File: src/rtl/trajectory_pkg.sv
`default_nettype none
// ============================================================================
// Module   : trajectory_pkg
// Purpose  : Shared widths, sentinel value and FSM encoding for the
//            trajectory RAM write path.
// Revision : 1.0 - initial release
// ============================================================================
package trajectory_pkg;

  localparam int NUM_REQ   = 4;
  localparam int DATA_W    = 19;
  localparam int ADDR_W    = 9;
  localparam int SEG_W     = 7;
  localparam int SEG_DEPTH = 1 << SEG_W;
  localparam int CNT_W     = SEG_W + 1;
  localparam int IDX_W     = $clog2(NUM_REQ);

  // Off-screen location; the draw side skips any entry holding it.
  localparam logic [DATA_W-1:0] NULL_LOC  = 19'h7FFFF;
  localparam logic [ADDR_W-1:0] FILL_LAST = ADDR_W'(NUM_REQ * SEG_DEPTH - 1);

  typedef enum logic [0:0] {
    FILL = 1'b0,
    RUN  = 1'b1
  } state_t;

endpackage
`default_nettype wire

File: src/rtl/rr_arbiter.sv
`default_nettype none
// ============================================================================
// Module   : rr_arbiter
// Purpose  : Round-robin one-hot arbiter; the pointer moves past the winner
//            only when the grant is consumed.
// Revision : 1.0 - initial release
// ============================================================================
module rr_arbiter
  import trajectory_pkg::*;
(
  input  logic               clock,
  input  logic               resetn,
  input  logic [NUM_REQ-1:0] request,
  input  logic               advance,
  output logic [NUM_REQ-1:0] grant,
  output logic [IDX_W-1:0]   grant_idx
);

  logic [IDX_W-1:0] r_rr_ptr;
  logic [IDX_W-1:0] w_probe;
  logic             w_found;

  always_comb begin
    grant     = '0;
    grant_idx = r_rr_ptr;
    w_found   = 1'b0;
    w_probe   = '0;
    for (int k = 0; k < NUM_REQ; k++) begin
      w_probe = IDX_W'((int'(r_rr_ptr) + k) % NUM_REQ);
      if (!w_found && request[w_probe]) begin
        w_found        = 1'b1;
        grant[w_probe] = 1'b1;
        grant_idx      = w_probe;
      end
    end
  end

  always_ff @(posedge clock or negedge resetn) begin
    if (!resetn) begin
      r_rr_ptr <= '0;
    end else if (advance) begin
      r_rr_ptr <= (grant_idx == IDX_W'(NUM_REQ - 1)) ? '0 : grant_idx + IDX_W'(1);
    end
  end

endmodule
`default_nettype wire

File: src/rtl/trajectory_write_arbiter.sv
`default_nettype none
// ============================================================================
// Module   : trajectory_write_arbiter
// Purpose  : Shares the trajectory RAM write port between the generators,
//            sentinel-fills the RAM and tracks per-segment occupancy.
// Revision : 1.0 - initial release
// ============================================================================
module trajectory_write_arbiter
  import trajectory_pkg::*;
(
  input  logic                      clock,
  input  logic                      resetn,
  input  logic [NUM_REQ-1:0]        req_valid,
  input  logic [NUM_REQ*DATA_W-1:0] req_data,
  output logic [NUM_REQ-1:0]        req_ready,
  input  logic [NUM_REQ-1:0]        req_clear,
  input  logic                      fill_start,
  output logic                      busy,
  output logic [DATA_W-1:0]         mem_data,
  output logic [ADDR_W-1:0]         mem_wraddress,
  output logic                      mem_wren,
  output logic [NUM_REQ*CNT_W-1:0]  seg_count,
  output logic [NUM_REQ-1:0]        seg_wrapped
);

  state_t                     r_state;
  state_t                     w_state_next;
  logic [ADDR_W-1:0]          r_fill_addr;
  logic                       w_run;
  logic                       w_fill_done;
  logic                       w_xfer;
  logic [NUM_REQ-1:0]         w_cand;
  logic [NUM_REQ-1:0]         w_grant;
  logic [IDX_W-1:0]           w_gnt_idx;
  logic [NUM_REQ*SEG_W-1:0]   w_ptr_all;
  logic [SEG_W-1:0]           w_sel_ptr;
  logic [DATA_W-1:0]          w_sel_data;

  // A pending fill_start suppresses grants so the restart edge carries no write.
  assign w_run       = (r_state == RUN) && !fill_start;
  assign w_fill_done = (r_state == FILL) && !fill_start && (r_fill_addr == FILL_LAST);
  assign w_cand      = w_run ? (req_valid & ~req_clear) : '0;

  rr_arbiter u_rr_arbiter (
    .clock     (clock),
    .resetn    (resetn),
    .request   (w_cand),
    .advance   (w_xfer),
    .grant     (w_grant),
    .grant_idx (w_gnt_idx)
  );

  assign w_xfer     = |w_grant;
  assign req_ready  = w_grant;
  assign busy       = (r_state == FILL);
  assign w_sel_ptr  = w_ptr_all[w_gnt_idx*SEG_W +: SEG_W];
  assign w_sel_data = req_data[w_gnt_idx*DATA_W +: DATA_W];

  always_ff @(posedge clock or negedge resetn) begin
    if (!resetn) begin
      r_state <= FILL;
    end else begin
      r_state <= w_state_next;
    end
  end

  always_comb begin
    w_state_next = r_state;
    case (r_state)
      FILL:    if (w_fill_done) w_state_next = RUN;
      RUN:     if (fill_start)  w_state_next = FILL;
      default: w_state_next = FILL;
    endcase
  end

  always_ff @(posedge clock or negedge resetn) begin
    if (!resetn) begin
      r_fill_addr <= '0;
    end else if (r_state == RUN || fill_start) begin
      r_fill_addr <= '0;
    end else begin
      r_fill_addr <= r_fill_addr + ADDR_W'(1);
    end
  end

  always_ff @(posedge clock or negedge resetn) begin
    if (!resetn) begin
      mem_wren      <= 1'b0;
      mem_wraddress <= '0;
      mem_data      <= '0;
    end else if (r_state == FILL) begin
      mem_wren <= !fill_start;
      if (!fill_start) begin
        mem_wraddress <= r_fill_addr;
        mem_data      <= NULL_LOC;
      end
    end else if (w_xfer) begin
      mem_wren      <= 1'b1;
      mem_wraddress <= {w_gnt_idx, w_sel_ptr};
      mem_data      <= w_sel_data;
    end else begin
      mem_wren <= 1'b0;
    end
  end

  generate
    for (genvar gi = 0; gi < NUM_REQ; gi++) begin : g_seg
      logic [SEG_W-1:0] r_wr_ptr;
      logic [CNT_W-1:0] r_cnt;
      logic             r_wrapped;

      always_ff @(posedge clock or negedge resetn) begin
        if (!resetn) begin
          r_wr_ptr  <= '0;
          r_cnt     <= '0;
          r_wrapped <= 1'b0;
        end else if (w_fill_done || (w_run && req_clear[gi])) begin
          r_wr_ptr  <= '0;
          r_cnt     <= '0;
          r_wrapped <= 1'b0;
        end else if (w_grant[gi]) begin
          r_wr_ptr <= r_wr_ptr + SEG_W'(1);
          // A write into a full segment overwrites the oldest sample.
          if (r_cnt == CNT_W'(SEG_DEPTH)) begin
            r_wrapped <= 1'b1;
          end else begin
            r_cnt <= r_cnt + CNT_W'(1);
          end
        end
      end

      assign w_ptr_all[gi*SEG_W +: SEG_W] = r_wr_ptr;
      assign seg_count[gi*CNT_W +: CNT_W] = r_cnt;
      assign seg_wrapped[gi]              = r_wrapped;
    end
  endgenerate

endmodule
`default_nettype wire

File: config.mk
export PLATFORM = sky130hd
export DESIGN_NAME = trajectory_write_arbiter
export DESIGN_NICKNAME = d
export VERILOG_FILES = /design/src/rtl/trajectory_pkg.sv /design/src/rtl/rr_arbiter.sv /design/src/rtl/trajectory_write_arbiter.sv
export SDC_FILE = /design/constraint.sdc
export NUM_CORES = 1
export LEC_CHECK = 0
export CAP_MARGIN = 10
export CORE_MARGIN = 2
export CORE_UTILIZATION = 51
export CTS_BUF_LIST = sky130_fd_sc_hd__clkbuf_8
export DETAILED_ROUTE_END_ITERATION = 10
export PLACE_DENSITY = 0.83
export SLEW_MARGIN = 20
export SYNTH_ARGS = -nofsm -noshare
export SYNTH_HDL_FRONTEND = slang
export SYNTH_HIERARCHICAL = 1
export SYNTH_SLANG_ARGS = --single-unit
File: constraint.sdc
create_clock -name clock -period 4.7 [get_ports clock]
set_input_delay 1.175 -clock clock [delete_from_list [all_inputs] [get_ports clock]]
set_output_delay 1.175 -clock clock [all_outputs]
set_load 0.01 [all_outputs]
==> impl_metrics.toml <==
[cells_and_area]
synthToLayoutAreaGrowth_pct = 31.8
register_area_sq_mm = 0.00263
drive_above_1_share_pct = 13.0
final_nets = 822
fillers = 861
diodes = 0
multiInputGateArea_sq_mm = 0.00321
fin_cells = 861

[route]
viasPerCell = 5.96
drt_first_pass_iters = 11
routedWlPerCell_microns = 18.2
antenna_left = 0
drt_iter0_drc = 268
vias = 5128
drt-total-wl_microns = 15600
drc_errors = 18

[synthesis]
ys_warn_count = 6
synth-async-reset-ratio_pct = 100
synth_ff_type = "dfrtp_1"
netlist_instances = 554
synth_cell_types = 47
syn-mean-instance-area_sq_um = 11.0
synth-seq-cells = 105
synth-edff-count = 0
synth_seq_area_share_pct = 43.3
synth_area_sq_mm = 0.00607
syn_nets = 661

[global_routing]
grt_pass1_wl_microns = 25000
grt-ovfl-total = 0
grt_max_degree = 77
antenna_found_initial = 0
grt_usage_pct = 24.4
grt_pass1_vias = 5158

[sta]
setup_viol = 0
finalHoldViolCount = 0
final-max-slew-violation-count = 0
fin_setup_tns_ns = 0
whs_ns = 0.512
worst_clock_skew_ns = 0.00958
fin_ws_ns = 0.0528
fmax_mhz = 215
tightest_slew_ns = 0.990
finalCritPeriodShare_pct = 98.9
period_minus_slack_ns = 4.65
slew_headroom_pct = 33.8

[run_status]
outcome = "complete, but fails checks"
failed_checks = "DRC"

[placed_design]
post-dp-hpwl_microns = 11700
pre_cts_slack_ns = -0.399
gp_congestion = 0.840
dp.cells = 847
numPortBuffers = 156

[hold_path]
hp-class = "register to register"
min_delay_path_depth = 1

[die]
core_sq_mm = 0.0115
num_rows = 39
start_util_pct = 52.7
ios = 157
design.die.area_sq_mm = 0.0128
die_w_microns = 113
die_y_microns = 113

[critical_path]
path_class = "primary input to output pin"
crit_arrival_ns = 3.47
cp.required_ns = 3.52
end_kind = "output pin"
ff2ff_path_depth = 11
start_kind = "primary input"
cp_max_fo = 6

[cts]
numCtsBuffers = 9
post_cts_buffers = 0
clock_sinks = 105
cts_tree = "built"
root_buffer = "clkbuf_8"
cts_hold_buffers = 0
path_clk_slew_ns = 0.09
clockBufferDepth = 2
htree_levels = 3
insertion_delay_ns = 0.37

[flow_run]
cap_violations = 0

[pwr]
p_leak_nw = 3.22
power_density_mw_per_mm2 = 268
totalPowerFinal_w = 0.00214
peakVddDrop_v = 0.000188
metal layers:
| layer | up-vias | share of wire (%) | track usage [%] |
|---|---|---|---|
| met5 | - | 0 | 0 |
| met4 | 0 | 2.4 | 10.0 |
| met3 | 24 | 5.9 | 3.37 |
| met2 | 184 | 51 | 43.0 |
| met1 | 2546 | 40 | 30.2 |
| li1 | 2374 | - | - |
layout by cell type, fill, tap and decap left out, types with 11 or more instances in the layout:
master           count
o22a_1              19
clkbuf_8            11
ha_1                20
mux2i_1             29
or3_1               23
nor2_1              45
clkdlybuf4s50_1    151
o21ai_0             41
dfrtp_1            105
mux4_2              25
a21oi_1             31
inv_1               18
nand2_1             32
buf_4               23
xor2_1              21
nand4_1             24
registers in the layout (all words and copies together) (netlist names), named ones only:
signal,flops
mem_wraddress,9
g_seg.r_cnt,32
u_rr_arbiter/r_rr_ptr,1
r_fill_addr,9
g_seg.r_wr_ptr,28
g_seg.r_wrapped,4
mem_data,19
r_state,1
mem_wren,1
synth_stat cells (2+ instances only):
library cell | n | area [sq um]
nand2b_1 | 7 | 43.8
a211o_1 | 4 | 35.0
nand4_1 | 24 | 150
o221ai_1 | 5 | 43.8
nor2_1 | 46 | 173
nor3_1 | 5 | 25.0
dfrtp_1 | 105 | 2630
buf_6 | 5 | 56.3
xor2_1 | 21 | 184
buf_2 | 4 | 20.0
and4bb_2 | 3 | 37.5
nand2_1 | 32 | 120
clkbuf_1 | 4 | 15.0
or3_1 | 23 | 144
ha_1 | 20 | 250
a21boi_0 | 4 | 30.0
a21oi_1 | 31 | 155
mux4_2 | 25 | 563
and2_1 | 2 | 12.5
mux2_2 | 10 | 113
o21ai_0 | 45 | 225
buf_4 | 16 | 120
xnor2_1 | 8 | 70.1
o22a_1 | 19 | 166
a22oi_1 | 10 | 75.1
a31oi_1 | 4 | 25.0
nand3_1 | 6 | 30.0
mux2i_1 | 29 | 290
inv_1 | 15 | 56.3
nor3b_1 | 5 | 37.5
kinds of logic (layout without fill, tap and decap cells):
family                     after synthesis  in the layout  synth area share, %
AOI/OAI and AO/OA                      128            128                 13.4
xor gates and xnor gates                29             29                 4.19
adders and majority gates               20             20                 4.12
buffers and inverters                   47            211                 4.60
DFF                                    105            105                 43.3
muxes                                   65             65                 16.3
and+or+nand+nor                        160            160                 14.1
final cells by class:
class                      count  share of cell area, %
tap                          143                   2.24
clock buffer                  11                   1.89
inverter                      17                  0.798
timing repair buffer         180                   22.0
clock inverter                 3                  0.141
sequential                   105                   32.9
multi-input combinational    402                   40.1
report_power, final:
part           total [W]  switching, W  leakage, nW  internal (W)
logic           0.000680      0.000300         1.77      0.000380
registers       0.000964     0.0000363         1.35      0.000928
clock network   0.000496      0.000285       0.0951      0.000211
critical path, cell delays in order:
cell             delay, ns
clkdlybuf4s50_1       0.47
nand2b_4              0.17
nor3b_1               0.07
buf_4                 0.15
mux4_2                0.46
buf_4                 0.17
nor2b_4               0.10
and2_2                0.20
a22oi_1               0.09
o21ai_2               0.11
dlygate4sd2_1         0.30
through the flow:
step | util [%] | area (sq um)
2_1_floorplan | - | 6070
3_3_place_gp | 67.7 | 7790
3_5_place_dp | 67.7 | 7790
4_1_cts | 69.2 | 7970
5_1_grt | 69.4 | 8000
6_report | 69.4 | 8000
worst paths after layout:
| check | from | endpoint | slack (ns) |
|---|---|---|---|
| setup / recovery | fill_start | req_ready[3] | 0.05 |
| hold / removal | mem_data[11]$_DFFE_PN0P_ | mem_data[11]$_DFFE_PN0P_ | 0.51 |
| setup reg to reg | u_rr_arbiter/r_rr_ptr[1]$_DFFE_PN0P_ | mem_wraddress[8]$_DFFE_PN0P_ | 1.10 |
| hold reg to reg | mem_data[11]$_DFFE_PN0P_ | mem_data[11]$_DFFE_PN0P_ | 0.51 |
| max in group asynchronous | resetn | mem_data[2]$_DFFE_PN0P_ | 2.80 |
| min in group asynchronous | resetn | g_seg[2].r_cnt[7]$_DFFE_PN0P_ | 0.95 |
what timing repair did:
action / 4_1_cts / 5_1_grt
resized for setup: 9 / 8
pin swaps: 0 / 0
setup endpoints to repair: 4 / 4
(Power assumes the default switching activity.)
